File: config.mk
export PLATFORM = sky130hd
export DESIGN_NAME = verificador_de_senha
export DESIGN_NICKNAME = d
export VERILOG_FILES = /design/src/rtl/verificador_de_senha.sv
export SDC_FILE = /design/constraint.sdc
export NUM_CORES = 1
export LEC_CHECK = 0
export ABC_AREA = 0
export CAP_MARGIN = 0
export CORE_ASPECT_RATIO = 2
export CORE_MARGIN = 5
export CORE_UTILIZATION = 27
export DETAILED_ROUTE_END_ITERATION = 10
export GPL_TIMING_DRIVEN = 0
export PLACE_DENSITY = 0.58
export SLEW_MARGIN = 20
export SYNTH_ARGS = -nofsm -noshare
export SYNTH_HDL_FRONTEND = slang
export SYNTH_SLANG_ARGS = --single-unit
File: constraint.sdc
create_clock -name clk -period 12 [get_ports clk]
set_clock_uncertainty 0.15 [all_clocks]
set_input_delay 2.4 -clock clk [delete_from_list [all_inputs] [get_ports clk]]
set_output_delay 2.4 -clock clk [all_outputs]
set_load 0.03 [all_outputs]
File: src/rtl/verificador_de_senha.sv
// -----------------------------------------------------------------------------
// verificador_de_senha
//
// Password checker that sits downstream of the keypad decoder. It takes a
// packed word of 20 BCD-style nibbles (nibble 0 = newest digit, unused nibbles
// 0xF) with a one-cycle strobe. It checks the entry against the master
// password and an optional user password. It then either releases the lock
// for T_OPEN cycles, or counts a failure. After MAX_TENT consecutive failures
// it enters a timed lockout and disables the keypad.
//
// Special keypad words:
//   all-0xB : '#', relocks while open; ignored while locked.
//   all-0xE : keypad timeout; ignored.
//
// Optional build macro:
//   ALARME_EN : adds output 'alarme', high for the whole lockout period.
//
// Ports:
//   clk             in   clock, rising edge
//   rst             in   asynchronous reset, active-high
//   digitos_valid   in   1-cycle strobe qualifying digitos_value
//   digitos_value   in   [79:0] entered digits, nibble 0 = bits[3:0]
//   senha_master    in   [79:0] master password, 0xF padded
//   senha_user      in   [79:0] user password, 0xF padded
//   user_en         in   1 = senha_user is accepted
//   tranca          out  1 = locked, 0 = released
//   bloqueado       out  1 during lockout
//   teclado_enable  out  keypad decoder enable, 0 during lockout
//   tentativas      out  consecutive failed attempts
//   resultado_valid out  1-cycle pulse when a check completes
//   resultado_ok    out  match flag, qualified by resultado_valid
//   alarme          out  (ALARME_EN only) mirrors bloqueado
//
// Latency: a strobe in cycle n gives resultado_valid and the updated
// tranca/bloqueado in cycle n+2. All outputs are registered.
// -----------------------------------------------------------------------------
module verificador_de_senha #(
  parameter int MIN_DIGITS = 4,
  parameter int MAX_DIGITS = 12,
  parameter int MAX_TENT   = 3,
  parameter int T_OPEN     = 5000,
  parameter int T_LOCK     = 10000
) (
  input  logic                           clk,
  input  logic                           rst,
  input  logic                           digitos_valid,
  input  logic [79:0]                    digitos_value,
  input  logic [79:0]                    senha_master,
  input  logic [79:0]                    senha_user,
  input  logic                           user_en,
  output logic                           tranca,
  output logic                           bloqueado,
  output logic                           teclado_enable,
  output logic [$clog2(MAX_TENT+1)-1:0]  tentativas,
  output logic                           resultado_valid,
  output logic                           resultado_ok
`ifdef ALARME_EN
  ,
  output logic                           alarme
`endif
);

  localparam int TENT_W = $clog2(MAX_TENT + 1);
  localparam int T_MAX  = (T_OPEN > T_LOCK) ? T_OPEN : T_LOCK;
  localparam int TIM_W  = (T_MAX > 1) ? $clog2(T_MAX) : 1;

  localparam logic [4:0]        MIN_L     = 5'(MIN_DIGITS);
  localparam logic [4:0]        MAX_L     = 5'(MAX_DIGITS);
  localparam logic [TENT_W-1:0] TENT_FULL = TENT_W'(MAX_TENT);
  localparam logic [TIM_W-1:0]  OPEN_LAST = TIM_W'(T_OPEN - 1);
  localparam logic [TIM_W-1:0]  LOCK_LAST = TIM_W'(T_LOCK - 1);

  localparam logic [79:0] WORD_HASH    = {20{4'hB}};
  localparam logic [79:0] WORD_TIMEOUT = {20{4'hE}};

  typedef enum logic [1:0] {
    TRANCADO,
    VERIFICA,
    ABERTO,
    BLOQUEIO
  } state_t;

  state_t              state_q, state_d;
  logic [TIM_W-1:0]    timer_q, timer_d;
  logic [79:0]         entrada_q, entrada_d;
  logic [TENT_W-1:0]   tentativas_q, tentativas_d;
  logic                tranca_q, tranca_d;
  logic                bloqueado_q, bloqueado_d;
  logic                teclado_enable_q, teclado_enable_d;
  logic                resultado_valid_q, resultado_valid_d;
  logic                resultado_ok_q, resultado_ok_d;

  logic                is_hash;
  logic                is_timeout;
  logic [4:0]          len;
  logic                in_run;
  logic                digits_ok;
  logic                pad_ok;
  logic                fmt_ok;
  logic                match;

  assign is_hash    = (digitos_value == WORD_HASH);
  assign is_timeout = (digitos_value == WORD_TIMEOUT);

  // Format scan of the registered entry. The length is the run of non-0xF
  // nibbles starting at nibble 0. Every nibble after the first 0xF must also
  // be 0xF, so an entry with a gap such as ..F1F23 is rejected.
  // NOTE: every variable gets a default before the loop; a path that leaves
  // a combinational variable unassigned infers a latch.
  always_comb begin
    len       = '0;
    in_run    = 1'b1;
    digits_ok = 1'b1;
    pad_ok    = 1'b1;
    for (int i = 0; i < 20; i++) begin
      if (in_run && (entrada_q[4*i +: 4] != 4'hF)) begin
        len = len + 5'd1;
        if (entrada_q[4*i +: 4] > 4'd9) digits_ok = 1'b0;
      end else begin
        in_run = 1'b0;
        if (entrada_q[4*i +: 4] != 4'hF) pad_ok = 1'b0;
      end
    end
  end

  assign fmt_ok = (len >= MIN_L) && (len <= MAX_L) && digits_ok && pad_ok;
  assign match  = fmt_ok && ((entrada_q == senha_master) ||
                             (user_en && (entrada_q == senha_user)));

  always_comb begin
    state_d           = state_q;
    timer_d           = timer_q;
    entrada_d         = entrada_q;
    tentativas_d      = tentativas_q;
    tranca_d          = tranca_q;
    bloqueado_d       = bloqueado_q;
    teclado_enable_d  = teclado_enable_q;
    resultado_valid_d = 1'b0;
    resultado_ok_d    = 1'b0;

    unique case (state_q)
      TRANCADO: begin
        if (digitos_valid && !is_hash && !is_timeout) begin
          entrada_d = digitos_value;
          state_d   = VERIFICA;
        end
      end

      // Any strobe arriving here is dropped: entrada is only loaded in
      // TRANCADO.
      VERIFICA: begin
        resultado_valid_d = 1'b1;
        if (match) begin
          resultado_ok_d = 1'b1;
          tentativas_d   = '0;
          tranca_d       = 1'b0;
          state_d        = ABERTO;
        end else if (int'(tentativas_q) + 1 < MAX_TENT) begin
          tentativas_d = tentativas_q + TENT_W'(1);
          state_d      = TRANCADO;
        end else begin
          tentativas_d     = TENT_FULL;
          bloqueado_d      = 1'b1;
          teclado_enable_d = 1'b0;
          state_d          = BLOQUEIO;
        end
      end

      ABERTO: begin
        if ((digitos_valid && is_hash) || (timer_q == OPEN_LAST)) begin
          tranca_d = 1'b1;
          state_d  = TRANCADO;
        end else begin
          timer_d = timer_q + TIM_W'(1);
        end
      end

      BLOQUEIO: begin
        if (timer_q == LOCK_LAST) begin
          tentativas_d     = '0;
          bloqueado_d      = 1'b0;
          teclado_enable_d = 1'b1;
          state_d          = TRANCADO;
        end else begin
          timer_d = timer_q + TIM_W'(1);
        end
      end

      default: state_d = TRANCADO;
    endcase

    // The timer restarts from zero on every state entry. It stops at the
    // last count, so it never wraps.
    if (state_d != state_q) timer_d = '0;
  end

  // NOTE: sequential state uses non-blocking assignments only, so every flop
  // samples pre-edge values regardless of statement order.
  always_ff @(posedge clk or posedge rst) begin
    if (rst) begin
      state_q           <= TRANCADO;
      timer_q           <= '0;
      entrada_q         <= '1;
      tentativas_q      <= '0;
      tranca_q          <= 1'b1;
      bloqueado_q       <= 1'b0;
      teclado_enable_q  <= 1'b1;
      resultado_valid_q <= 1'b0;
      resultado_ok_q    <= 1'b0;
    end else begin
      state_q           <= state_d;
      timer_q           <= timer_d;
      entrada_q         <= entrada_d;
      tentativas_q      <= tentativas_d;
      tranca_q          <= tranca_d;
      bloqueado_q       <= bloqueado_d;
      teclado_enable_q  <= teclado_enable_d;
      resultado_valid_q <= resultado_valid_d;
      resultado_ok_q    <= resultado_ok_d;
    end
  end

  assign tranca          = tranca_q;
  assign bloqueado       = bloqueado_q;
  assign teclado_enable  = teclado_enable_q;
  assign tentativas      = tentativas_q;
  assign resultado_valid = resultado_valid_q;
  assign resultado_ok    = resultado_ok_q;

`ifdef ALARME_EN
  logic alarme_q, alarme_d;

  // Loaded from the same next value as bloqueado, so both rise and fall on
  // the same edge.
  assign alarme_d = bloqueado_d;

  always_ff @(posedge clk or posedge rst) begin
    if (rst) alarme_q <= 1'b0;
    else     alarme_q <= alarme_d;
  end

  assign alarme = alarme_q;
`endif

endmodule

==> results by stage, run 1 <==
Setup path:
- The critical path launch point type is a register.
- Along the worst path, the maximum fanout reaches 8.
- The worst setup path is captured at a register.
- In this design, the critical path's most frequently occurring cell is sky130_fd_sc_hd__ha_1.
- At the worst endpoint, the arrival time is 10.46 ns.
- The capture point of the worst reg-to-reg path is bloqueado$_DFFE_PP0P_.
- Across all register-to-register paths, the minimum setup slack is 1.70 ns.
- The number of cells on the worst reg-to-reg path is 49.
- The worst register-to-register path begins at entrada_q[2]$_DFFE_PP1P_.
- The worst setup path category is reg2reg.
- The master of the slowest instance on the critical path is sky130_fd_sc_hd__dfstp_2.
- The data required time of the critical path is 12.15 ns.
- The highest cell delay on the worst timing path is 0.52 ns.

Clock network:
- The TritonCTS clock tree is done.
- The maximum count of clock buffers along a single path is 2.
- TritonCTS created 9 clock buffers.
- The number of post-CTS setup repair buffers is 0.
- The buffer type at the clock tree root is sky130_fd_sc_hd__clkbuf_16.
- Clock latency on the worst-skew pair, taken at its later pin, is 0.38 ns.
- CTS built an H-tree with a depth of 3.
- Clock-pin slew was measured on the worst setup and hold paths at 0.07 ns.
- The count of hold buffers inserted by post-cts repair is 0.
- Counting every sink on the clock net gives 103.
- The count of instances resized after the clock tree is built is 0.

Global routing:
- The number of antenna violations at the first check in global routing was 0.
- The largest net degree at the start of global routing is 78.
- Global routing finished with a remaining overflow of 0.
- The global router's overall resource usage is 24.4%.
- The first global-routing pass estimated 66,700 µm of wire.
- The via count of the first global-routing pass is 9,784.

Synth:
- The number of storage elements in the synthesis netlist is 103.
- After synthesis, flip-flops and latches occupy 29.6% of the total area.
- In this run the cell area of the synthesized design comes to 0.00905 mm².
- Counting every instance in the synthesized netlist gives 1,013.
- In the synthesized netlist the async set-or-reset flop fraction comes to 100%.
- After synthesis, the netlist uses 82 different library cells.
- The commonest cells after synthesis are 98 x sky130_fd_sc_hd__xnor2_1, 82 x sky130_fd_sc_hd__dfstp_2, 73 x sky130_fd_sc_hd__nand2_1.
- In the synthesized netlist the dominant register cell turns out to be sky130_fd_sc_hd__dfstp_2.
- For this run, the number of Yosys warnings is 0.
- In this run the biggest area consumer among cell types represents 23.8% of the synthesized area.
- The most repeated cell in the gate-level netlist after synthesis is sky130_fd_sc_hd__xnor2_1.
- In the post-synthesis netlist, the biggest area contributors are sky130_fd_sc_hd__dfstp_2 24%, sky130_fd_sc_hd__xnor2_1 9.5%, sky130_fd_sc_hd__mux2_2 8.5%.
- Summed over all instances, the cell type with the most area after synthesis is sky130_fd_sc_hd__dfstp_2.
- The mean instance size in the synthesized netlist is 8.94 µm².
- The post-synth net total is 1,275.
- The number of synthesized flops with an enable pin is 0.

Place:
- The number of placed instances, taps included, is 1,700.
- Input and output buffers added on the ports amount to 250.
- Detailed placement ended at an HPWL of 39,700 µm.
- The final weighted congestion in routability-driven placement is 0.990.

Timing:
- The final setup violation count is 0.
- For this run, the top clock speed supported by timing is 97.1 MHz.
- Setup repair after global routing left no endpoint under its margin.
- The number of max-slew violations in the final report was 0.
- The worst path uses 85.9% of the clock period.
- The remaining max-slew budget at the tightest pin is 28.0%.
- The routed design could run at a clock period as short as 10.30 ns.
- For the pin with the worst max-slew slack, the measured transition is 1.07 ns.
- The hold violation total from the final report is 0.
- The sum of negative setup slack is 0 ns.

Floorplanning:
- The overall die width is 139 µm.
- Once the floorplan was initialized, standard cells occupied 27.1% of the core.
- The number of core rows is 95.
- 251 I/O pins were placed.
- The die covers 0.0375 mm².
- The placeable core region is 0.0334 mm².
- The die is 269 µm tall.

Finish:
- Once layout is complete, the cells apart from fillers number 1,714.
- The net total in the final layout is 1,537.
- The number of antenna diodes in the final layout is 0.
- From synthesis to final layout, the design area changed by 37.1%.
- The share of post-route cells with drive strength above 1 is 14.9%.
- The count of filler cells inserted in the layout is 3,363.

Power:
- VDD sags by at most 0.0698 mV.
- In this run the power density over the cells is 111 mW/mm².
- The leakage power figure is 4.68 nW.

Min path:
- The hold path startpoint is teclado_enable$_DFFE_PP1P_.
- The worst hold path stage count is 2.
- The path class of the lowest-slack min-delay path is reg2reg.
- For hold timing, the worst endpoint is teclado_enable$_DFFE_PP1P_.

Outcome:
- The run finished with clean final reports.

Detailed routing:
- The final antenna-violating net count is 0.
- The total routed wirelength is 46,400 µm.
- The number of DRC markers after the initial detailed-route iteration is 688.
- The total via count after detailed routing is 9,327.
- Dividing the detail-routed wire length by the instance count gives 27.1 µm.
- The post-detailed-route via-to-cell ratio is 5.44.
- The detailed-routing iteration count for the pre-antenna-repair pass is 7.
- The remaining routing DRC violations is 0.

Run:
- The number of violations of the max-capacitance limit is 0.
## sequential cells by signal (all words and copies together), names as in the netlist
register	count
entrada_q	80
timer_q	14
state_q	2
tentativas	2
bloqueado	1
resultado_ok	1
resultado_valid	1
teclado_enable	1
tranca	1
## power by group
group          internal, W  switching (W)  leakage, nW
Combinational     0.000328       0.000337         3.43
Sequential        0.000375      0.0000432         1.11
Clock             0.000151       0.000142        0.137
Total             0.000854       0.000522         4.68
## routing by layer
layer	share of wire (%)	track usage, %
met3	5.2	4.38
met2	51	44.3
met4	10	20.6
met1	33	23.6
met5	0	0
## stage by stage
step                      area, µm²  setup WS (ns)  util [%]  hold slack, ns  power, W
after global placement        12100           1.84      36.2           0.360   0.00107
final                         12400           1.70      37.2           0.375   0.00138
after floorplan                9050           3.56         -           0.338  0.000848
after CTS                     12400           1.72      37.2           0.371   0.00138
after global routing          12400          0.952      37.2           0.406   0.00146
after detailed placement      12100           1.74      36.3           0.356   0.00109
## worst max-delay path, delay by kind of cell, from the launching register on
family	cells	cell delay, ns
muxes	4	0.98
DFF	1	0.52
adders and majority gates	10	3.03
AOI/OAI and AO/OA	19	3.23
and+or+nand+nor	12	1.53
buffers and inverters	4	0.81
## logic make-up after synthesis
| family | share of synthesized area, % |
|---|---|
| AND/OR/NAND/NOR | 22.4 |
| AO/OA/AOI/OAI | 14.9 |
| XOR/XNOR | 17.2 |
| flip-flops | 29.6 |
| multiplexers | 10.0 |
| buffers and inverters | 3.36 |
| adder cells (fa/ha/maj) | 2.49 |
## cells in the final DEF, fill, tap and decap left out, types with 4 or more instances in the layout
| cell type | synthesis | routed |
|---|---|---|
| sky130_fd_sc_hd__and2_1 | 6 | 6 |
| sky130_fd_sc_hd__dfstp_2 | 82 | 82 |
| sky130_fd_sc_hd__a211oi_1 | 7 | 7 |
| sky130_fd_sc_hd__nor4_1 | 30 | 29 |
| sky130_fd_sc_hd__o21ai_0 | 62 | 62 |
| sky130_fd_sc_hd__o211ai_1 | 11 | 11 |
| sky130_fd_sc_hd__a22o_1 | 4 | 4 |
| sky130_fd_sc_hd__mux2i_1 | 10 | 10 |
| sky130_fd_sc_hd__nand3_1 | 30 | 30 |
| sky130_fd_sc_hd__nor2b_1 | 5 | 5 |
| sky130_fd_sc_hd__and4_1 | 12 | 12 |
| sky130_fd_sc_hd__a21oi_1 | 49 | 49 |
| sky130_fd_sc_hd__a22oi_1 | 4 | 4 |
| sky130_fd_sc_hd__nand4_1 | 70 | 70 |
| sky130_fd_sc_hd__xnor2_1 | 98 | 98 |
| sky130_fd_sc_hd__o22ai_1 | 13 | 13 |
| sky130_fd_sc_hd__nor2_1 | 53 | 53 |
| sky130_fd_sc_hd__a32oi_1 | 5 | 5 |
| sky130_fd_sc_hd__clkbuf_16 | 0 | 10 |
| sky130_fd_sc_hd__nor4bb_1 | 13 | 13 |
| sky130_fd_sc_hd__ha_1 | 18 | 18 |
| sky130_fd_sc_hd__o21a_1 | 8 | 8 |
| sky130_fd_sc_hd__clkbuf_1 | 18 | 19 |
| sky130_fd_sc_hd__nor3_1 | 20 | 20 |
| sky130_fd_sc_hd__nand2_1 | 73 | 73 |
| sky130_fd_sc_hd__a2111oi_0 | 4 | 4 |
| sky130_fd_sc_hd__dfrtp_1 | 21 | 21 |
| sky130_fd_sc_hd__a31oi_1 | 4 | 4 |
| sky130_fd_sc_hd__clkdlybuf4s50_1 | 0 | 250 |
| sky130_fd_sc_hd__xor2_1 | 59 | 59 |
| sky130_fd_sc_hd__o31ai_1 | 5 | 5 |
| sky130_fd_sc_hd__mux2_2 | 68 | 68 |
| sky130_fd_sc_hd__nand2b_1 | 6 | 6 |
| sky130_fd_sc_hd__inv_1 | 51 | 50 |
| sky130_fd_sc_hd__or3_1 | 5 | 5 |
| sky130_fd_sc_hd__and3_1 | 9 | 9 |
| sky130_fd_sc_hd__nor4b_1 | 4 | 4 |
## how the worst max path moves through the flow
stage	startpoint	endpoint	slack [ns]	depth (start not counted)
2_1_floorplan	entrada_q[1]$_DFFE_PP1P_	tranca$_DFFE_PP1P_	3.56	49
3_3_place_gp	entrada_q[2]$_DFFE_PP1P_	bloqueado$_DFFE_PP0P_	1.84	48
3_5_place_dp	entrada_q[2]$_DFFE_PP1P_	bloqueado$_DFFE_PP0P_	1.74	49
4_1_cts	entrada_q[2]$_DFFE_PP1P_	bloqueado$_DFFE_PP0P_	1.72	49
5_1_grt	entrada_q[2]$_DFFE_PP1P_	tentativas[1]$_DFFE_PP0P_	0.95	47
6_report	entrada_q[2]$_DFFE_PP1P_	bloqueado$_DFFE_PP0P_	1.70	49
## layout make-up
type                    instances  area (µm²)  area share (%)
multi-input cells             835        6080            48.9
flip-flops and latches        103        2680            21.6
repair buffers                251        2530            20.4
well taps                     436         546            4.39
clock buffers                  11         254            2.05
inverters                      51         196            1.58
plain buffers                  24         113           0.907
clock inverters                 3        18.8           0.151
Note: power is estimated with default switching activity, not from simulation.
==> inputs of run 2 (changes only) <==
--- a/config.mk
+++ b/config.mk
@@ -5,7 +5,7 @@
 export SDC_FILE = /design/constraint.sdc
 export NUM_CORES = 1
 export LEC_CHECK = 0
-export ABC_AREA = 0
+export ABC_CLOCK_PERIOD_IN_PS = 12000
 export CAP_MARGIN = 0
 export CORE_ASPECT_RATIO = 2
 export CORE_MARGIN = 5
==> results of run 2 <==
The final DEF is identical to that of run 1; final timing and power are the same.
